`src/rtl/axi_wresp_pkg.sv`:
```
// Shared constants and types for the AXI write-response arbiter.
package axi_wresp_pkg;

    localparam int AXI_ID_BITS  = 4;
    localparam int AXI_IDS_BITS = 8;

    localparam logic [1:0] OKAY   = 2'b00;
    localparam logic [1:0] EXOKAY = 2'b01;
    localparam logic [1:0] SLVERR = 2'b10;
    localparam logic [1:0] DECERR = 2'b11;

    typedef enum logic {
        IDLE = 1'b0,
        SEND = 1'b1
    } wresp_state_e;

    typedef enum logic [1:0] {
        SL_S0 = 2'd0,
        SL_S1 = 2'd1,
        SL_DS = 2'd2
    } slave_e;

    // Round-robin successor; DS and the unused code 3 both wrap to S0.
    function automatic logic [1:0] next_slave(input logic [1:0] idx);
        return (idx >= 2'd2) ? 2'd0 : idx + 2'd1;
    endfunction

endpackage

```
`src/rtl/rr_arbiter3.sv`:
```
// Three-way round-robin grant; search starts at ptr and wraps S0 -> S1 -> DS.
module rr_arbiter3
    import axi_wresp_pkg::*;
(
    input  logic [2:0] req,
    input  logic [1:0] ptr,
    output logic [2:0] gnt,
    output logic [1:0] gnt_idx
);

    logic [1:0] ord0;
    logic [1:0] ord1;
    logic [1:0] ord2;

    assign ord0 = (ptr == 2'd3) ? 2'd0 : ptr;
    assign ord1 = next_slave(ord0);
    assign ord2 = next_slave(ord1);

    always_comb begin
        gnt     = 3'b000;
        gnt_idx = ord0;
        if (req[ord0]) begin
            gnt     = 3'b001 << ord0;
            gnt_idx = ord0;
        end else if (req[ord1]) begin
            gnt     = 3'b001 << ord1;
            gnt_idx = ord1;
        end else if (req[ord2]) begin
            gnt     = 3'b001 << ord2;
            gnt_idx = ord2;
        end
    end

endmodule

```
`src/rtl/wresp_arbiter.sv`:
```
// B-channel sequencer: round-robin capture of one slave response, then
// routing to the master named by the upper BID bits.
//   state | meaning
//   IDLE  | arbitrating; winner's BReady driven and response captured
//   SEND  | holding captured response on the selected master until BReady
module wresp_arbiter
    import axi_wresp_pkg::*;
#(
    parameter int ID_BITS     = AXI_ID_BITS,
    parameter int IDS_BITS    = AXI_IDS_BITS,
    parameter int STALL_LIMIT = 255
)(
    input  logic                clk,
    input  logic                rst,
    input  logic [IDS_BITS-1:0] S0_BID,
    input  logic [1:0]          S0_BResp,
    input  logic                S0_BValid,
    output logic                S0_BReady,
    input  logic [IDS_BITS-1:0] S1_BID,
    input  logic [1:0]          S1_BResp,
    input  logic                S1_BValid,
    output logic                S1_BReady,
    input  logic [IDS_BITS-1:0] DS_BID,
    input  logic [1:0]          DS_BResp,
    input  logic                DS_BValid,
    output logic                DS_BReady,
    output logic [ID_BITS-1:0]  M0_BID,
    output logic [1:0]          M0_BResp,
    output logic                M0_BValid,
    input  logic                M0_BReady,
    output logic [ID_BITS-1:0]  M1_BID,
    output logic [1:0]          M1_BResp,
    output logic                M1_BValid,
    input  logic                M1_BReady,
    output logic                decode_err,
    output logic                stall_err
);

    localparam int DST_W = IDS_BITS - ID_BITS;
    localparam int CNT_W = $clog2(STALL_LIMIT + 1);

    wresp_state_e        state;
    logic [1:0]          ptr;
    logic [1:0]          win_idx;
    logic [IDS_BITS-1:0] cap_bid;
    logic [1:0]          cap_resp;
    logic [CNT_W-1:0]    stall_cnt;

    logic [2:0]          req;
    logic [2:0]          gnt;
    logic [1:0]          gnt_idx;
    logic [DST_W-1:0]    dst;
    logic                in_send;
    logic                grant;
    logic                to_m0;
    logic                to_m1;
    logic                bad_dst;
    logic                handshake;

    assign req = {DS_BValid, S1_BValid, S0_BValid};

    rr_arbiter3 u_rr (
        .req     (req),
        .ptr     (ptr),
        .gnt     (gnt),
        .gnt_idx (gnt_idx)
    );

    // Gating with rst keeps BReady low while reset is held, not just after it.
    assign grant     = (state == IDLE) && !rst && (gnt != 3'b000);
    assign S0_BReady = grant && gnt[0];
    assign S1_BReady = grant && gnt[1];
    assign DS_BReady = grant && gnt[2];

    assign in_send = (state == SEND);
    assign dst     = cap_bid[IDS_BITS-1:ID_BITS];
    assign to_m0   = in_send && (dst == DST_W'(0));
    assign to_m1   = in_send && (dst == DST_W'(1));
    assign bad_dst = in_send && (dst > DST_W'(1));

    assign M0_BValid  = to_m0;
    assign M1_BValid  = to_m1;
    assign M0_BID     = cap_bid[ID_BITS-1:0];
    assign M1_BID     = cap_bid[ID_BITS-1:0];
    assign M0_BResp   = cap_resp;
    assign M1_BResp   = cap_resp;
    assign decode_err = bad_dst;

    // An undecodable response completes on its own so it is dropped in one cycle.
    assign handshake = (to_m0 && M0_BReady) || (to_m1 && M1_BReady) || bad_dst;
    assign stall_err = (stall_cnt == CNT_W'(STALL_LIMIT));

    always_ff @(posedge clk or posedge rst) begin
        if (rst) begin
            state     <= IDLE;
            ptr       <= SL_S0;
            win_idx   <= SL_S0;
            cap_bid   <= '0;
            cap_resp  <= '0;
            stall_cnt <= '0;
        end else if (state == IDLE) begin
            if (grant) begin
                state   <= SEND;
                win_idx <= gnt_idx;
                case (gnt_idx)
                    SL_S1: begin
                        cap_bid  <= S1_BID;
                        cap_resp <= S1_BResp;
                    end
                    SL_DS: begin
                        cap_bid  <= DS_BID;
                        cap_resp <= DS_BResp;
                    end
                    default: begin
                        cap_bid  <= S0_BID;
                        cap_resp <= S0_BResp;
                    end
                endcase
            end
        end else begin
            if (handshake) begin
                state     <= IDLE;
                ptr       <= next_slave(win_idx);
                stall_cnt <= '0;
            end else if (!stall_err) begin
                stall_cnt <= stall_cnt + CNT_W'(1);
            end
        end
    end

endmodule

```
`config.mk`:
```
export PLATFORM = sky130hd
export DESIGN_NAME = wresp_arbiter
export DESIGN_NICKNAME = d
export VERILOG_FILES = /design/src/rtl/axi_wresp_pkg.sv /design/src/rtl/rr_arbiter3.sv /design/src/rtl/wresp_arbiter.sv
export SDC_FILE = /design/constraint.sdc
export NUM_CORES = 1
export LEC_CHECK = 0
export ABC_AREA = 1
export CORE_MARGIN = 10
export CORE_UTILIZATION = 45
export CTS_BUF_LIST = sky130_fd_sc_hd__clkbuf_4 sky130_fd_sc_hd__clkbuf_8
export DETAILED_ROUTE_END_ITERATION = 8
export GPL_TIMING_DRIVEN = 0
export PLACE_DENSITY = 0.79
export SLEW_MARGIN = 0
export SYNTH_ARGS = -nofsm -noshare
export SYNTH_HDL_FRONTEND = slang
export SYNTH_SLANG_ARGS = --single-unit
export TNS_END_PERCENT = 100
```
`constraint.sdc`:
```
create_clock -name clk -period 2.8 [get_ports clk]
set_clock_uncertainty 0.2 [all_clocks]
set_input_delay 0.56 -clock clk [delete_from_list [all_inputs] [get_ports clk]]
set_output_delay 0.56 -clock clk [all_outputs]
set_load 0.005 [all_outputs]
```
Word-level counts from Yosys, hierarchy flattened
Cells that the tools add are included.
{"block": "word_totals", "ff_bits": 23}
{"block": "classes", "n_addsub": 4, "order_cmp": 7, "n_eq_ne": 6, "shift": 3, "mux": 23, "bitwise": 1, "reduce_logical": 18}
{"op": "$mux 8", "count": 2}
{"op": "$pmux 8 s2", "count": 1}
{"op": "$mux 2", "count": 7}
{"op": "$logic_and 1x1->1", "count": 10}
{"op": "$lt 2x3->1 const B", "count": 3}
{"op": "$mux 3", "count": 3}
{"op": "$shl 1x2->3 const A", "count": 3}
{"op": "$add 8x1->8 const B", "count": 1}
{"op": "$eq 8x8->1 const B", "count": 1}
{"op": "$add 2x1->2 const B", "count": 3}
{"op": "$bmux 1 s2", "count": 3}
{"op": "$ge 2x2->1 const B", "count": 3}
{"op": "$mux 1", "count": 6}
{"op": "$reduce_and 2->1", "count": 3}
{"op": "$eq 2x2->1 const B", "count": 2}
{"op": "$eq 4x1->1 const B", "count": 1}
{"op": "$gt 4x1->1 const B", "count": 1}
{"op": "$logic_not 4->1", "count": 1}
{"op": "$pmux 2 s2", "count": 1}
{"op": "$reduce_bool 3->1", "count": 1}
{"op": "$eq 2x1->1 const B", "count": 1}
{"op": "$logic_or 1x1->1", "count": 2}
{"op": "$ne 2x1->1 const B", "count": 1}
{"op": "$logic_not 1->1", "count": 1}
{"op": "$not 1->1", "count": 1}

Logic depth before layout (Yosys ltp)
Gate-level depths: netlist of run 1.
{"block": "logic_depth", "ltp_word": 15, "depth_mapped": 19, "ltp_nobuf": 18}

Hierarchy
Synthesis of run 1 repeated with hierarchy kept, for this count alone.
{"block": "hier_totals", "hier_cells": 271, "area_unflattened_um2": 1908.1}
{"mod": "wresp_arbiter", "n_inst": 1, "cells_each": 209, "area_per_inst_um2": 1609.0, "seq_area_each_um2": 575.6}
{"mod": "rr_arbiter3", "n_inst": 1, "cells_each": 62, "area_per_inst_um2": 299.0, "seq_area_each_um2": 0.0}

Least setup slack after synthesis of run 1
Ideal clock, no wire load.
{"block": "synth_timing", "kind": "register to register", "from": "register ptr[0]", "to": "register cap_bid[1]", "setup_ns": 0.115, "arrival_ns": 2.254, "required_ns": 2.485, "slack_ns": 0.230, "stages_incl_launch_ff": 19, "period_less_slack_ns": 2.570, "cell_sequence": "dfrtp_1 inv_1 ha_1 inv_2 nand2_4 nand3_4 nand2_2 nand3b_1 nand2_1 nand2_1 nand2_1 inv_1 ha_1 clkbuf_1 a22o_1 nand2_1 nand2_1 nand3_2 nand2_2"}
{"block": "synth_via", "word_cells_on_any_way": 29, "cone_classes": "2 x add/sub; 2 x order compare; 3 x eq/ne; 3 x shift; 16 x mux; 3 x reduce/logical"}
{"item": "start: declaration", "line_no": "wresp_arbiter.sv:43", "rtl": "logic [1:0] ptr;"}
{"item": "start signal: assignment", "line_no": "wresp_arbiter.sv:123", "rtl": "ptr <= next_slave(win_idx);"}
{"item": "$eq 2x2->1", "line_no": "rr_arbiter3.sv:15", "rtl": "assign ord0 = (ptr == 2'd3) ? 2'd0 : ptr;"}
{"item": "$mux 2 (*)", "line_no": "rr_arbiter3.sv:15"}
{"item": "$add 2x1->2 / $ge 2x2->1 (equally long branches)", "line_no": "axi_wresp_pkg.sv:25", "rtl": "return (idx >= 2'd2) ? 2'd0 : idx + 2'd1;"}
{"item": "$mux 2", "line_no": "axi_wresp_pkg.sv:25"}
{"item": "$add 2x1->2 / $ge 2x2->1 (equally long branches)", "line_no": "axi_wresp_pkg.sv:25"}
{"item": "$mux 2", "line_no": "axi_wresp_pkg.sv:25"}
{"item": "$bmux 1 s2", "line_no": "rr_arbiter3.sv:28", "rtl": "end else if (req[ord2]) begin"}
{"item": "$mux 1 (implied by the code)", "line_no": "rr_arbiter3.sv:28"}
{"item": "$mux 2", "line_no": "rr_arbiter3.sv:28"}
{"item": "$mux 2", "line_no": "rr_arbiter3.sv:25", "rtl": "end else if (req[ord1]) begin"}
{"item": "$mux 2 (*)", "line_no": "rr_arbiter3.sv:22", "rtl": "if (req[ord0]) begin"}
{"item": "named net gnt_idx[0]", "line_no": "wresp_arbiter.sv:51", "rtl": "logic [1:0] gnt_idx;"}
{"item": "$eq 2x2->1 / $eq 2x1->1 (equally long branches)", "line_no": "wresp_arbiter.sv:105", "rtl": "case (gnt_idx)"}
{"item": "$pmux 8 s2 (*)", "line_no": "wresp_arbiter.sv:105"}
{"item": "end signal: assignment", "line_no": "wresp_arbiter.sv:107", "rtl": "cap_bid <= S1_BID;"}
{"item": "end signal: assignment", "line_no": "wresp_arbiter.sv:111", "rtl": "cap_bid <= DS_BID;"}
{"item": "end signal: assignment", "line_no": "wresp_arbiter.sv:115", "rtl": "cap_bid <= S0_BID;"}
{"item": "end: declaration", "line_no": "wresp_arbiter.sv:45", "rtl": "logic [IDS_BITS-1:0] cap_bid;"}
Mark *: on every way through the listed nets, which the timed path passes. The rest lies on a longest branch. The select of a mux whose other input is x is not followed.
A chain may end at the register's enable or synchronous reset.

Final worst setup path of run 1
{"block": "layout_timing", "from": "register ptr[1]", "to": "output port S0_BReady"}
{"block": "layout_via", "elab_chain_len": 14, "word_cells_on_any_way": 23, "cone_classes": "2 x add/sub; 2 x order compare; 1 x eq/ne; 3 x shift; 12 x mux; 3 x reduce/logical"}
{"item": "$eq 2x2->1", "line_no": "rr_arbiter3.sv:15"}
{"item": "$mux 2 (*)", "line_no": "rr_arbiter3.sv:15"}
{"item": "$add 2x1->2 / $ge 2x2->1 (equally long branches)", "line_no": "axi_wresp_pkg.sv:25"}
{"item": "$mux 2", "line_no": "axi_wresp_pkg.sv:25"}
{"item": "$add 2x1->2 / $ge 2x2->1 (equally long branches)", "line_no": "axi_wresp_pkg.sv:25"}
{"item": "$mux 2", "line_no": "axi_wresp_pkg.sv:25"}
{"item": "$bmux 1 s2", "line_no": "rr_arbiter3.sv:28"}
{"item": "$mux 1 (implied by the code)", "line_no": "rr_arbiter3.sv:28"}
{"item": "$mux 3", "line_no": "rr_arbiter3.sv:28"}
{"item": "$mux 3", "line_no": "rr_arbiter3.sv:25"}
{"item": "$mux 3 (*)", "line_no": "rr_arbiter3.sv:22"}
{"item": "$reduce_bool 3->1", "line_no": "wresp_arbiter.sv:70", "rtl": "assign grant = (state == IDLE) && !rst && (gnt != 3'b000);"}
{"item": "$logic_and 1x1->1", "line_no": "wresp_arbiter.sv:70"}
{"item": "$logic_and 1x1->1 (*)", "line_no": "wresp_arbiter.sv:71", "rtl": "assign S0_BReady = grant && gnt[0];"}
{"item": "end: declaration", "line_no": "wresp_arbiter.sv:18", "rtl": "output logic S0_BReady,"}
Every way passes the cells marked *; elsewhere a longest branch is shown, timed or not. The select of a mux whose other input is x is not followed.

==> flow_summary.json, run 1 <==
{
  "final_cell_mix": "nand2_1 (66), clkdlybuf4s50_1 (49), buf_4 (27), dfrtp_1 (22), inv_1 (22)",
  "initialDrtViolationCount": 86,
  "die-area_um2": 7410,
  "cp.arrival_ns": 2.17,
  "die_h_um": 86.1,
  "cts_buffers": 3,
  "final_layout_size_suffix_gt1_share_pct": 31.9,
  "final_nets": 384,
  "initial_utilization_pct": 47.8,
  "netlist_area_um2": 1970,
  "drc": 0,
  "seq_area_frac_synth_pct": 29.3,
  "synthTopCellsByArea": "dfrtp_1 (29%), nand2_1 (13%), nand3_2 (10%)",
  "routed_wl_mm": 5.45,
  "row_count": 23,
  "clock_latency_ns": 0.27,
  "whs_path_depth": 1,
  "maxCapViolations": 0,
  "maxSlewHeadroom_pct": 42.0,
  "htree_levels": 1,
  "worstMarginPinSlew_ns": 0.869,
  "p_leak_uw": 0.00136,
  "finalPower_uw": 3740,
  "fillers": 339,
  "timing.final.ws_setup_ns": -0.134,
  "hold_path_class": "flop to flop",
  "powerDensity_nw_per_um2": 1300,
  "syn-num-nets": 307,
  "start_kind": "flop",
  "drt_first_pass_iters": 4,
  "coreArea_um2": 4120,
  "yosys.area.top_type": "dfrtp_1",
  "antenna_found_initial": 0,
  "via_count": 1995,
  "clock_sinks": 23,
  "status": "complete, but fails checks",
  "cts_hold_buf": 0,
  "gp_congestion": 0.812,
  "cts_tree": "done",
  "area.growth.synth_to_final_pct": 46.9,
  "max-vdd-ir-drop_uv": 892,
  "fin_crit_ns": 2.93,
  "max_freq_ghz": 0.341,
  "place_hpwl_mm": 4.03,
  "syn_avg_cell_area_um2": 7.48,
  "placed_cells": 368,
  "die_w_um": 86.1,
  "finalSetupViolCount": 2,
  "final_cells": 389,
  "final_antenna_net_count": 0,
  "place_ws_ns": -0.543,
  "synth_cell_type_count": 30,
  "gr-total-overflow": 0,
  "cp_max_fo": 5,
  "critical_path_required_ns": 2.04,
  "violations": "negative setup slack",
  "critPathCaptureType": "output port",
  "cts-root-buf": "clkbuf_8",
  "fin_crit_sh_pct": 105,
  "clk_pin_slew_ns": 0.09,
  "slew_violations": 0,
  "n_antenna_cell": 0,
  "hold_viol_final": 0,
  "grt_max_degree": 24,
  "rr_worst_depth": 15,
  "critPathKind": "flop to output port",
  "io_buffer_count": 55,
  "synth_seq_cells": 23,
  "netlist_instances": 263,
  "cts_buffer_depth": 2,
  "wl_per_cell_um": 14.0,
  "synth_top_area_share_pct": 29.3,
  "io_pins": 56,
  "grt_pass1_vias": 2101,
  "yosys_warnings": 0,
  "grt.total_usage_pct": 14.6,
  "rsz0062_at_grt": "true",
  "via_per_inst": 5.13,
  "final_common_cell": "nand2_1",
  "grt_pass1_wl_mm": 9.15
}
==> logic make-up (layout without fill, tap and decap cells) <==
kind of cell             after synthesis  in the layout  synth area share, %
AO/OA/AOI/OAI                         31             31                 11.4
XOR/XNOR                               3              3                 1.34
adder cells (fa/ha/maj)                7              7                 4.45
buffers and inverters                 48            124                 12.6
flip-flops                            23             23                 29.3
AND/OR/NAND/NOR                      151            151                 41.0
==> worst max-delay path, cell delays in order, from the launching register on <==
cell and delay (ns):
dfrtp_2 0.46, ha_4 0.33, inv_6 0.05, a21oi_1 0.16, nand3_1 0.14, nand2_2 0.12
nor2_2 0.05, nor2_2 0.13, nor2_2 0.06, nand2_2 0.07, nand2_2 0.06, nor2_1 0.13
buf_2 0.14
==> path summary, 6_finish.rpt <==
path / end / startpoint / slack, ns
max in group asynchronous: ptr[1]$_DFFE_PP0P_ / rst / 1.19
min reg2reg: ptr[0]$_DFFE_PP0P_ / win_idx[0]$_DFFE_PP0P_ / 0.30
min in group asynchronous: stall_cnt[7]$_DFFE_PP0P_ / rst / 0.62
min: ptr[0]$_DFFE_PP0P_ / win_idx[0]$_DFFE_PP0P_ / 0.30
max: S0_BReady / ptr[1]$_DFFE_PP0P_ / -0.13
max reg2reg: cap_bid[3]$_DFFE_PP0P_ / ptr[1]$_DFFE_PP0P_ / 0.08
==> sequential cells by signal, summed over array words and instances, names as in the netlist <==
register / flops
M0_BResp: 2
cap_bid: 8
in_send: 1
ptr: 2
stall_cnt: 8
win_idx: 2
==> report_power, final <==
part	internal, uW	switching (uW)	leakage [uW]
Clock	99.5	113	0.0000255
Sequential	444	96.7	0.000301
Combinational	1370	1610	0.00103
==> routing by layer <==
metal / routed length [um] / vias to the layer above / global-route usage [%]
met5: 0 / - / 0
met4: 79 / 0 / 3.29
met3: 374 / 8 / 5.68
met2: 2750 / 54 / 26.6
met1: 2250 / 931 / 15.4
li1: - / 1002 / -
==> cell usage after synthesis <==
cell,instances
clkbuf_1,3
nor3_1,2
nand2_2,13
nor3_2,1
o31ai_1,3
a21oi_4,1
a21oi_1,5
nand3_1,21
nand4_1,2
o21ai_2,2
a31oi_1,1
nor2_2,2
clkinv_1,1
inv_1,25
buf_6,2
nand2_1,70
nand3_4,1
a21oi_2,1
xor2_1,3
a22o_1,10
nand2_4,2
o21ai_0,8
buf_4,11
buf_8,1
dfrtp_1,23
nor2_1,15
nand3_2,20
nand3b_1,2
ha_1,7
inv_2,5
==> metrics by stage <==
| stage | hold slack, ns | TNS [ns] | util [%] | area, um^2 |
|---|---|---|---|---|
| 2_1_floorplan | 0.255 | 0 | - | 1970 |
| 3_3_place_gp | 0.287 | -4.61 | 62.7 | 2580 |
| 3_5_place_dp | 0.291 | -4.79 | 62.7 | 2580 |
| 4_1_cts | 0.302 | -0.131 | 68.0 | 2800 |
| 5_1_grt | 0.335 | -0.565 | 70.2 | 2890 |
| 6_report | 0.301 | -0.229 | 70.2 | 2890 |
==> timing repair <==
item	CTS	global route
gates cloned	0	1
resized for setup	32	23
setup buffers	13	6
endpoints found under the setup margin	13	13
pin swaps	8	12
==> final cells by class <==
type	instances	area, um^2	share of cell area, %
Buffer	14	120	4.16
Clock buffer	3	41.3	1.43
Tap cell	50	62.6	2.17
Sequential cell	23	577	20.0
Clock inverter	1	5.00	0.173
Inverter	31	125	4.33
Timing Repair inverter	1	7.51	0.260
Multi-Input combinational cell	192	1250	43.3
Timing Repair Buffer	74	701	24.3
Note: power is estimated with default switching activity, not from simulation.
==> run 2: changes to the inputs <==
Settings changed: CORE_UTILIZATION 45 to 25, DONT_BUFFER_PORTS set to 1, PLACE_DENSITY 0.79 to unset.
Clock period 2.8 ns to 3.18 ns, I/O delays scaled along.
==> run 2 against run 1 <==
Net effect:
- register-to-register slack better by 0.19 ns
- core utilization is 42 points lower
- final area is 25% lower
- sequential power is 12% lower
- the run now ends clean
- critical endpoint is now DS_BReady
- critical path depth stayed put
- die area is 59% higher
- largest cell class unchanged
- highest routed layer unchanged
==> flow_summary.json, run 2 (synthesized netlist as in run 1, its figures left out) <==
{
  "status": "completed",
  "n_antenna_cell": 0,
  "max_freq_ghz": 0.335,
  "area.growth.synth_to_final_pct": 10.4,
  "final_cell_mix": "nand2_1 (69), inv_1 (25), dfrtp_1 (23), nand3_1 (21), nand3_2 (20)",
  "die_h_um": 109,
  "grt_max_degree": 24,
  "timing.final.ws_setup_ns": 0.197,
  "final_antenna_net_count": 0,
  "routed_wl_mm": 4.85,
  "antenna_found_initial": 0,
  "io_buffer_count": 0,
  "top_regs": "cap_bid (8), stall_cnt (8)",
  "place_hpwl_mm": 4.05,
  "die_w_um": 109,
  "cts_tree": "done",
  "cts_buffer_depth": 2,
  "final_layout_size_suffix_gt1_share_pct": 26.5,
  "p_leak_uw": 0.00105,
  "critPathKind": "flop to output port",
  "via_count": 1647,
  "drt_first_pass_iters": 4,
  "critical_path_required_ns": 2.34,
  "hold_path_class": "input pin to asynchronous set/reset pin",
  "start_kind": "flop",
  "clock_sinks": 23,
  "initialDrtViolationCount": 92,
  "grt_pass1_wl_mm": 7.89,
  "powerDensity_nw_per_um2": 1170,
  "maxCapViolations": 0,
  "coreArea_um2": 7690,
  "finalSetupViolCount": 0,
  "fin_crit_sh_pct": 93.8,
  "grt.total_usage_pct": 8.17,
  "fin_crit_ns": 2.98,
  "grt_pass1_vias": 1685,
  "cts-root-buf": "clkbuf_8",
  "worst_hold_slack_ns": 0.231,
  "initial_utilization_pct": 25.6,
  "gr-total-overflow": 0,
  "setup-tns-final_ns": 0,
  "row_count": 32,
  "place_ws_ns": 0.234,
  "worstMarginPinSlew_ns": 0.859,
  "max-vdd-ir-drop_uv": 458,
  "critPathCaptureType": "output port",
  "wl_per_cell_um": 13.1,
  "cts_buffers": 3,
  "slew_violations": 0,
  "drc": 0,
  "via_per_inst": 4.45,
  "io_pins": 56,
  "die-area_um2": 11800,
  "final_nets": 313,
  "gp_congestion": 0.803,
  "cp.arrival_ns": 2.15,
  "cp_max_fo": 6,
  "clock_latency_ns": 0.26,
  "final_common_cell": "nand2_1",
  "htree_levels": 1,
  "clk_pin_slew_ns": 0.08,
  "maxSlewHeadroom_pct": 42.7,
  "rsz0062_at_grt": "true",
  "hold_viol_final": 0
}
[run 2: critical path: stages (launching register included)]
cell and delay (ns):
dfrtp_1 0.41, inv_1 0.08, ha_2 0.39, inv_2 0.09, nand2_4 0.07, nand3_4 0.08
a21oi_2 0.19, nor2_1 0.07, nor2_1 0.09, nor2_1 0.05, nand2_2 0.10, nand2_2 0.12
nor2_4 0.15
[run 2: where the power goes]
group          leakage, uW  switching [uW]  total, uW  internal, uW
registers         0.000302            86.4        477           391
logic             0.000727            1200       1880           684
clock network    0.0000262            90.3        188          97.9
total              0.00105            1370       2550          1170
[run 2: final cells by class]
class | count | area, um^2
Fill cell | 862 | 5520
Multi-Input combinational cell | 192 | 1160
Sequential cell | 23 | 576
Buffer | 17 | 131
Tap cell | 102 | 128
Inverter | 31 | 116
Clock buffer | 4 | 48.8
Timing Repair Buffer | 1 | 7.51
[run 2: layer usage]
layer,vias up,routed length [um],global-route usage [%]
met5,-,0,0
met4,0,26,1.22
li1,857,-,-
met3,2,416,3.89
met2,47,2320,13.9
met1,741,2090,9.32
[run 2: through the flow]
stage | instances | utilization (%) | area, um^2 | power [uW]
6_report | 370 | 28.2 | 2170 | 2550
5_1_grt | 370 | 28.2 | 2170 | 2860
4_1_cts | 369 | 27.9 | 2140 | 2540
3_5_place_dp | 365 | 27.2 | 2090 | 2340
3_3_place_gp | 365 | 27.2 | 2090 | 2310
2_1_floorplan | 263 | - | 1970 | 2000
[run 2: path summary, 6_finish.rpt]
path                                       endpoint  slack (ns)              startpoint  depth (start not counted)
max                                       DS_BReady        0.20      ptr[0]$_DFFE_PP0P_                         12
min                        stall_cnt[4]$_DFFE_PP0P_        0.23                     rst                          1
max reg2reg                  cap_bid[0]$_DFFE_PP0P_        0.27      ptr[0]$_DFFE_PP0P_                         16
min reg2reg                      ptr[0]$_DFFE_PP0P_        0.30  win_idx[0]$_DFFE_PP0P_                          1
max in group asynchronous    cap_bid[4]$_DFFE_PP0P_        2.01                     rst                          1
min in group clk                 ptr[0]$_DFFE_PP0P_        0.30  win_idx[0]$_DFFE_PP0P_                          1
[run 2: repair_timing]
action,CTS,global route
endpoints found under the setup margin,0,12
setup buffers,0,1
resized for setup,0,6
hold buffers,0,0
